### config.mk
export PLATFORM = sky130hd
export DESIGN_NAME = irq_encoder_8_3
export DESIGN_NICKNAME = d
export VERILOG_FILES = /design/src/rtl/irq_encoder_8_3_pkg.sv /design/src/rtl/prio_pick_8_3.sv /design/src/rtl/irq_encoder_8_3.sv
export SDC_FILE = /design/constraint.sdc
export NUM_CORES = 1
export LEC_CHECK = 0
export ABC_CLOCK_PERIOD_IN_PS = 1860
export CORE_MARGIN = 2
export CORE_UTILIZATION = 40
export DETAILED_ROUTE_END_ITERATION = 10
export PLACE_DENSITY_LB_ADDON = 0.25
export SYNTH_ARGS = -nofsm -noshare
export SYNTH_HDL_FRONTEND = slang
export SYNTH_SLANG_ARGS = --single-unit
export TNS_END_PERCENT = 1
### constraint.sdc
create_clock -name clk -period 1.86 [get_ports clk]
set_input_delay 0.372 -clock clk [delete_from_list [all_inputs] [get_ports clk]]
set_output_delay 0.372 -clock clk [all_outputs]
set_load 0.05 [all_outputs]
### src/rtl/irq_encoder_8_3_pkg.sv
// Shared definitions for the interrupt encoder and the register-select decoder.
// State encoding and request/code widths live here so both sides agree.
package irq_encoder_8_3_pkg;

   localparam int IRQ_NUM    = 8;
   localparam int IRQ_CODE_W = 3;

   typedef enum logic {
      IRQ_IDLE  = 1'b0,
      IRQ_GRANT = 1'b1
   } irq_state_e;

endpackage

### src/rtl/prio_pick_8_3.sv
// Combinational 8-to-3 priority picker.
// PRIORITY_MSB=1 favours the highest set index, 0 the lowest.
module prio_pick_8_3
   import irq_encoder_8_3_pkg::*;
#(
   parameter bit PRIORITY_MSB = 1'b1
) (
   input  logic [IRQ_NUM-1:0]    in,
   output logic [IRQ_CODE_W-1:0] idx,
   output logic                  any
);

   always_comb begin
      idx = '0;
      any = |in;
      if (PRIORITY_MSB) begin
         for (int i = 0; i < IRQ_NUM; i++) begin
            if (in[i]) idx = i[IRQ_CODE_W-1:0];
         end
      end else begin
         for (int i = IRQ_NUM - 1; i >= 0; i--) begin
            if (in[i]) idx = i[IRQ_CODE_W-1:0];
         end
      end
   end

endmodule

### src/rtl/irq_encoder_8_3.sv
// Registered 8-to-3 priority encoder with request latching,
// valid/ack handshake, '148-style eo and a saturating drop counter.
module irq_encoder_8_3
   import irq_encoder_8_3_pkg::*;
#(
   parameter bit PRIORITY_MSB = 1'b1,
   parameter int CNT_W        = 8
) (
   input  logic                  clk,
   input  logic                  rst_n,
   input  logic [IRQ_NUM-1:0]    req_n,
   input  logic                  enable_n,
   input  logic                  ack,
   output logic [IRQ_CODE_W-1:0] code,
   output logic                  valid,
   output logic [IRQ_NUM-1:0]    pending,
   output logic                  eo,
   output logic [CNT_W-1:0]      drop_cnt
);

   irq_state_e state, state_nxt;

   logic [IRQ_NUM-1:0]    clr;
   logic [IRQ_NUM-1:0]    pend_nxt;
   logic [IRQ_CODE_W-1:0] code_nxt;
   logic [IRQ_CODE_W-1:0] pick_idx;
   logic                  pick_any;
   logic                  hit;
   logic                  valid_nxt;

   prio_pick_8_3 #(
      .PRIORITY_MSB(PRIORITY_MSB)
   ) u_pick (
      .in (pending),
      .idx(pick_idx),
      .any(pick_any)
   );

   assign valid = (state == IRQ_GRANT);

   always_comb begin
      clr = '0;
      if (valid && ack) clr[code] = 1'b1;
   end

   // A fresh request on the bit being acked keeps it pending.
   assign pend_nxt = (pending & ~clr) | ~req_n;
   assign hit      = |(~req_n & pending & ~clr);

   always_comb begin
      state_nxt = state;
      code_nxt  = code;
      unique case (state)
         IRQ_IDLE: begin
            if (!enable_n && pick_any) begin
               state_nxt = IRQ_GRANT;
               code_nxt  = pick_idx;
            end
         end
         IRQ_GRANT: begin
            if (ack) state_nxt = IRQ_IDLE;
         end
         default: state_nxt = IRQ_IDLE;
      endcase
   end

   assign valid_nxt = (state_nxt == IRQ_GRANT);

   always_ff @(posedge clk) begin
      if (!rst_n) begin
         state    <= IRQ_IDLE;
         code     <= '0;
         pending  <= '0;
         eo       <= 1'b0;
         drop_cnt <= '0;
      end else begin
         state   <= state_nxt;
         code    <= code_nxt;
         pending <= pend_nxt;
         eo      <= !enable_n && (pend_nxt == '0) && !valid_nxt;
         if (hit && (drop_cnt != {CNT_W{1'b1}})) begin
            drop_cnt <= drop_cnt + 1'b1;
         end
      end
   end

endmodule
==> results of run 1 <==
==> metal layers <==
layer	vias to the layer above	share of wire, %	global-route usage [%]
met5	-	0	0
met4	0	2.1	10.2
met3	8	5.7	3.72
met2	43	43	29.6
met1	542	49	29.2
li1	596	-	-
==> worst max-delay path by stage <==
| stage | endpoint | from | slack [ns] |
|---|---|---|---|
| after floorplan | drop_cnt[0]$_SDFFE_PN0P_ | valid$_SDFF_PN0_ | -0.03 |
| after global placement | drop_cnt[5]$_SDFFE_PN0P_ | ack | -0.52 |
| after detailed placement | drop_cnt[5]$_SDFFE_PN0P_ | ack | -0.60 |
| after CTS | drop_cnt[5]$_SDFFE_PN0P_ | code[2]$_SDFFE_PN0P_ | -0.03 |
| after global routing | drop_cnt[0]$_SDFFE_PN0P_ | req_n[5] | -0.10 |
| final | drop_cnt[0]$_SDFFE_PN0P_ | req_n[5] | -0.01 |
==> what timing repair did <==
action	CTS	global route
setup buffers	2	1
pin swaps	4	6
gates cloned	1	0
setup endpoints to repair	8	9
resized for setup	4	3
==> cell families (layout without fill, tap and decap cells) <==
group	Yosys count	after routing	synth area share (%)
buf+inv	10	62	4.13
compound gates	39	40	25.0
xor+xnor	1	1	0.804
fa+ha+maj	1	1	1.15
flops	21	21	38.6
simple gates	61	61	30.3
==> power breakdown <==
part / internal, mW / switching [mW]
sequential: 0.483 / 0.0394
clock: 0.0805 / 0.155
combinational: 0.154 / 0.232
total: 0.718 / 0.427
==> per-stage QoR <==
stage | hold slack, ns | worst slack [ns]
global route | 0.526 | -0.103
global placement | 0.472 | -0.523
CTS | 0.501 | -0.0349
floorplan | 0.456 | -0.0350
finish | 0.499 | -0.0123
detailed placement | 0.483 | -0.597
==> worst max-delay path, stage by stage <==
cell and delay, ns:
clkdlybuf4s50_1 0.47, nand2b_1 0.14, a21oi_2 0.04, or4_4 0.58, o22ai_4 0.25, xor2_1 0.17
nor2_1 0.06
==> state kept, by name, indices dropped and copies added, names as in the netlist <==
| signal | count |
|---|---|
| valid | 1 |
| drop_cnt | 8 |
| eo | 1 |
| pending | 8 |
| code | 3 |
==> cell usage in the layout (no fill, tap or decap), types with 2 or more instances in the layout <==
| master | count |
|---|---|
| buf_4 | 38 |
| nand2_1 | 20 |
| dfxtp_1 | 12 |
| clkdlybuf4s50_1 | 11 |
| inv_1 | 8 |
| a21oi_1 | 8 |
| and2_1 | 8 |
| o21ai_0 | 7 |
| nand3_1 | 6 |
| nor2_1 | 5 |
| o31ai_1 | 5 |
| dfxtp_2 | 5 |
| dfxtp_4 | 4 |
| clkbuf_4 | 3 |
| nand2b_1 | 2 |
| a21oi_2 | 2 |
| or4_4 | 2 |
| nor2b_1 | 2 |
| and3_1 | 2 |
| o22ai_4 | 2 |
| or3_1 | 2 |
| o41ai_1 | 2 |
| nor4_1 | 2 |
| a311oi_1 | 2 |
==> area by class of cell <==
| type | instances | area (um2) | area share [%] |
|---|---|---|---|
| timing repair buffer | 50 | 404 | 25.0 |
| tap | 30 | 37.5 | 2.33 |
| clock inverter | 1 | 5.00 | 0.310 |
| multi-input combinational | 103 | 673 | 41.7 |
| sequential | 21 | 442 | 27.4 |
| inverter | 8 | 30.0 | 1.86 |
| clock buffer | 3 | 22.5 | 1.40 |
==> metrics.csv, run 1 <==
stage;metric;value;unit
min_path;end of the worst hold path;drop_cnt[6]$_SDFFE_PN0P_;
yosys;Post-Syn Area;1090;um2
yosys;sequential area share after synthesis;38.6;%
yosys;EDFF count, synth;0;
yosys;Ys Warns;0;
setup_path;RR Endpoint;drop_cnt[0]$_SDFFE_PN0P_;
place;placer congestion estimate;0.829;
drt;Vias/cell;5.50;
global_route;All-Layer GR Usage;20.6;%
clock_tree;Sinks on Clock Net;21;
place;PortBufs;32;
global_route;Overflow after GRT;0;
cells_and_area;Non-Filler Instances;216;
place;# placed instances;208;
floorplanning;core area;2520;um2
yosys;most frequent cell after synthesis;dfxtp_1;
timing;final slew viol count;0;
outcome;status;finished with violations;
cells_and_area;Net count, final;200;
cells_and_area;fill count;222;
power;Leakage;0.668;nW
yosys;largest cells by area after synthesis;dfxtp_1 (39%), nand2_1 (6.9%), and2_1 (4.6%);
min_path;cell depth of the worst min-delay path;2;
setup_path;critical path class;input pin to flip-flop;
drt;First-pass DRT Iterations;4;
timing;setup_tns;-0.0238;ns
clock_tree;Root Driver;clkbuf_4;
power;Worst VDD drop;0.615;mV
outcome;failing checks;negative setup slack;
cells_and_area;synthesis-to-finish area growth;48.1;%
global_route;pin count of the biggest net entering global routing;16;
clock_tree;Clock Latency Late Sink;0.31;ns
drt;initial drt markers;46;
timing;final hold violations;0;
clock_tree;Longest Clk Path Bufs;2;
job;# Max-Cap Violations;0;
floorplanning;row count;18;
timing;Worst Tran Pin Value;0.486;ns
yosys;Synth async-reset ratio;0;%
timing;Setup Skew;0.00112;ns
setup_path;Crit Path Max Fanout;6;
drt;Total Wirelength;3160;um
global_route;initial antenna violation count;0;
yosys;Synth top area share;38.6;%
yosys;Avg Cell Area, Syn;8.19;um2
drt;DR vias;1189;
floorplanning;Chip Height;56.2;um
timing;period utilization;101;%
yosys;syn_nets;146;
global_route;first-pass GRT wire length;5060;um
drt;routed len/inst;14.6;um
power;pwr dens;709;nW/um2
setup_path;Worst R2R Start;code[2]$_SDFFE_PN0P_;
yosys;Post-Syn Instances;133;
place;dpl cell area;1530;um2
floorplanning;Chip Width;56.2;um
yosys;dominant cell type by area after synthesis;dfxtp_1;
floorplanning;Initial Util;43.2;%
place;DP HPWL;2260;um
clock_tree;cts hold-fix bufs;0;
yosys;Primary FF master, synth;dfxtp_1;
yosys;number of synthesized register bits;21;
cells_and_area;# diodes;0;
setup_path;critical path endpoint category;flip-flop;
yosys;synth cell count leaders;dfxtp_1 (21), nand2_1 (20), a21oi_1 (9);
global_route;vias in the first global route;1067;
timing;RSZ-0062 raised after global routing;true;
clock_tree;cts bufs inserted;3;
cells_and_area;post-route cell area;1610;um2
min_path;Hold Path Origin;drop_cnt[6]$_SDFFE_PN0P_;
timing;Final Setup Violations;2;
floorplanning;Top Ports;33;
clock_tree;CTS tree;built;
setup_path;CP arrival;2.09;ns
setup_path;flop-to-flop setup slack;-0.01;ns
clock_tree;clock-pin slew on the worst setup and hold paths;0.13;ns
clock_tree;H-Tree Level Count;1;
drt;ANT nets after route;0;
cells_and_area;share of cells above drive strength 1;36.6;%
power;post-layout total power;1.15;mW
cells_and_area;Util after Layout;64.0;%
yosys;Synth cell types;43;
setup_path;Startpoint Class;input pin;
drt;DR DRC count;0;
setup_path;Reg2Reg Depth;6;
timing;setup slack after layout;-0.0123;ns
floorplanning;Die ar.;3160;um2
setup_path;Critical Path RT;2.07;ns
timing;f_max;534;MHz
timing;Slew headroom;67.5;%
min_path;worst hold path type;flip-flop to flip-flop;
timing;Tmin final;1.87;ns
Note: power is estimated with default switching activity, not from simulation.
==> run 2: changes to the inputs <==
--- a/config.mk
+++ b/config.mk
@@ -6,7 +6,8 @@
 export NUM_CORES = 1
 export LEC_CHECK = 0
 export ABC_CLOCK_PERIOD_IN_PS = 1860
-export CORE_MARGIN = 2
+export CAP_MARGIN = 5
+export CORE_MARGIN = 1.5
 export CORE_UTILIZATION = 40
 export DETAILED_ROUTE_END_ITERATION = 10
 export PLACE_DENSITY_LB_ADDON = 0.25
==> run 2 against run 1 <==
  * The run now ends clean
  * Count of clock-buffer cells in the layout did not move
  * Critical endpoint is now drop_cnt[5]$_SDFFE_PN0P_
  * Setup slack better by 0.030 ns
  * First-iteration DRC count is 39% lower
==> metrics.csv, run 2 (synthesized netlist as in run 1, its figures left out) <==
stage;metric;value;unit
global_route;Overflow after GRT;0;
setup_path;critical path endpoint category;flip-flop;
timing;RSZ-0062 raised after global routing;true;
clock_tree;CTS tree;built;
clock_tree;Root Driver;clkbuf_4;
floorplanning;Chip Height;55.2;um
power;share of power burned in registers;46.3;%
timing;final slew viol count;0;
power;Worst VDD drop;0.531;mV
cells_and_area;fill count;232;
place;placer congestion estimate;0.854;
clock_tree;Clock Latency Late Sink;0.30;ns
power;Comb pwr share;34.1;%
drt;Total Wirelength;2970;um
power;Leakage;0.655;nW
cells_and_area;multi-input logic area;689;um2
timing;worst hold slack;0.500;ns
power;Int Power;0.716;mW
clock_tree;Longest Clk Path Bufs;2;
cells_and_area;most frequent cells in the layout;buf_4 (34), nand2_1 (20), dfxtp_1 (12);
clock_tree;Sinks on Clock Net;21;
place;DP HPWL;2240;um
floorplanning;Initial Util;43.2;%
cells_and_area;# diodes;0;
floorplanning;row count;18;
power;pwr dens;707;nW/um2
drt;routed len/inst;14.0;um
setup_path;Critical Path RT;2.06;ns
drt;ANT nets after route;0;
cells_and_area;biggest regs;drop_cnt (8), pending (8), code (3);
global_route;first-pass GRT wire length;4790;um
clock_tree;H-Tree Level Count;1;
floorplanning;Top Ports;33;
setup_path;critical path class;input pin to flip-flop;
min_path;worst hold path type;flip-flop to flip-flop;
drt;First-pass DRT Iterations;4;
timing;final hold violations;0;
timing;Setup Skew;0.00229;ns
cells_and_area;most common library cell in the layout ignoring fill and taps;buf_4;
timing;Slew headroom;67.6;%
global_route;All-Layer GR Usage;21.8;%
clock_tree;cts bufs inserted;3;
cells_and_area;synthesis-to-finish area growth;46.7;%
cells_and_area;storage element area;442;um2
timing;f_max;543;MHz
setup_path;Startpoint Class;input pin;
power;Switching Fraction;36.7;%
timing;Tmin final;1.84;ns
outcome;status;complete, no violations;
global_route;vias in the first global route;1103;
floorplanning;Die ar.;3050;um2
drt;DR vias;1155;
setup_path;Crit Path Max Fanout;6;
drt;Vias/cell;5.45;
power;net switching power;0.415;mW
floorplanning;core area;2520;um2
timing;setup_tns;0;ns
cells_and_area;share of cells above drive strength 1;36.3;%
global_route;initial antenna violation count;0;
floorplanning;Chip Width;55.2;um
job;# Max-Cap Violations;0;
drt;DR DRC count;0;
cells_and_area;Net count, final;196;
drt;initial drt markers;28;
timing;Worst Tran Pin Value;0.484;ns
timing;period utilization;99.0;%
global_route;pin count of the biggest net entering global routing;16;
setup_path;CP arrival;2.04;ns
place;PortBufs;32;
clock_tree;clock-pin slew on the worst setup and hold paths;0.12;ns
power;Clock power frac;19.7;%
timing;Final Setup Violations;0;
-- run 2: worst paths after layout --
check,endpoint,startpoint,cells after the start,slack [ns]
worst max register to register,drop_cnt[5]$_SDFFE_PN0P_,code[2]$_SDFFE_PN0P_,6,0.02
worst max-delay path,drop_cnt[5]$_SDFFE_PN0P_,req_n[1],7,0.02
worst min-delay path,drop_cnt[6]$_SDFFE_PN0P_,drop_cnt[6]$_SDFFE_PN0P_,2,0.50
worst min register to register,drop_cnt[6]$_SDFFE_PN0P_,drop_cnt[6]$_SDFFE_PN0P_,2,0.50
-- run 2: worst max-delay path, cell delays in order --
cell             delay, ns
clkdlybuf4s50_1       0.47
nand2b_1              0.13
a21oi_2               0.04
or4_4                 0.56
o22ai_4               0.25
or4_4                 0.17
a21boi_2              0.05
-- run 2: area by class of cell --
class / count / area share, %
inverter: 8 / 1.88
clock inverter: 1 / 0.313
multi-input combinational: 103 / 43.1
sequential: 21 / 27.6
clock buffer: 3 / 1.41
tap: 30 / 2.35
timing repair buffer: 46 / 23.3
-- run 2: metrics by stage --
stage | utilization (%) | instance area [um2] | std cells | power [mW] | setup slack, ns
after floorplan | - | 1120 | 133 | 0.756 | -0.0350
after detailed placement | 59.7 | 1510 | 205 | 0.891 | -0.602
after CTS | 62.6 | 1580 | 211 | 1.13 | -0.00727
after global routing | 63.4 | 1600 | 212 | 1.19 | -0.0438
after global placement | 59.7 | 1510 | 205 | 0.884 | -0.532
final | 63.4 | 1600 | 212 | 1.13 | 0.0181
-- run 2: power by group through the flow --
stage | Clock [mW] | Combinational, mW | Sequential (mW)
floorplan | 0 | 0.117 | 0.638
global placement | 0 | 0.354 | 0.530
detailed placement | 0 | 0.360 | 0.531
CTS | 0.232 | 0.378 | 0.522
global route | 0.246 | 0.412 | 0.530
finish | 0.222 | 0.385 | 0.523
-- run 2: repair_timing --
action,4_1_cts,5_1_grt
gates resized for setup,8,4
buffers inserted,1,1
pin swaps,4,6
cloned,1,0
setup endpoints to repair,8,9
hold buffers,0,0
hold endpoints to repair,0,0
-- run 2: layer usage --
| layer | up-vias | global-route usage [%] | routed length (um) |
|---|---|---|---|
| li1 | 589 | - | - |
| met4 | 0 | 6.91 | 28 |
| met2 | 45 | 36.1 | 1320 |
| met1 | 517 | 29.4 | 1410 |
| met3 | 4 | 2.69 | 207 |
| met5 | - | 0 | 0 |
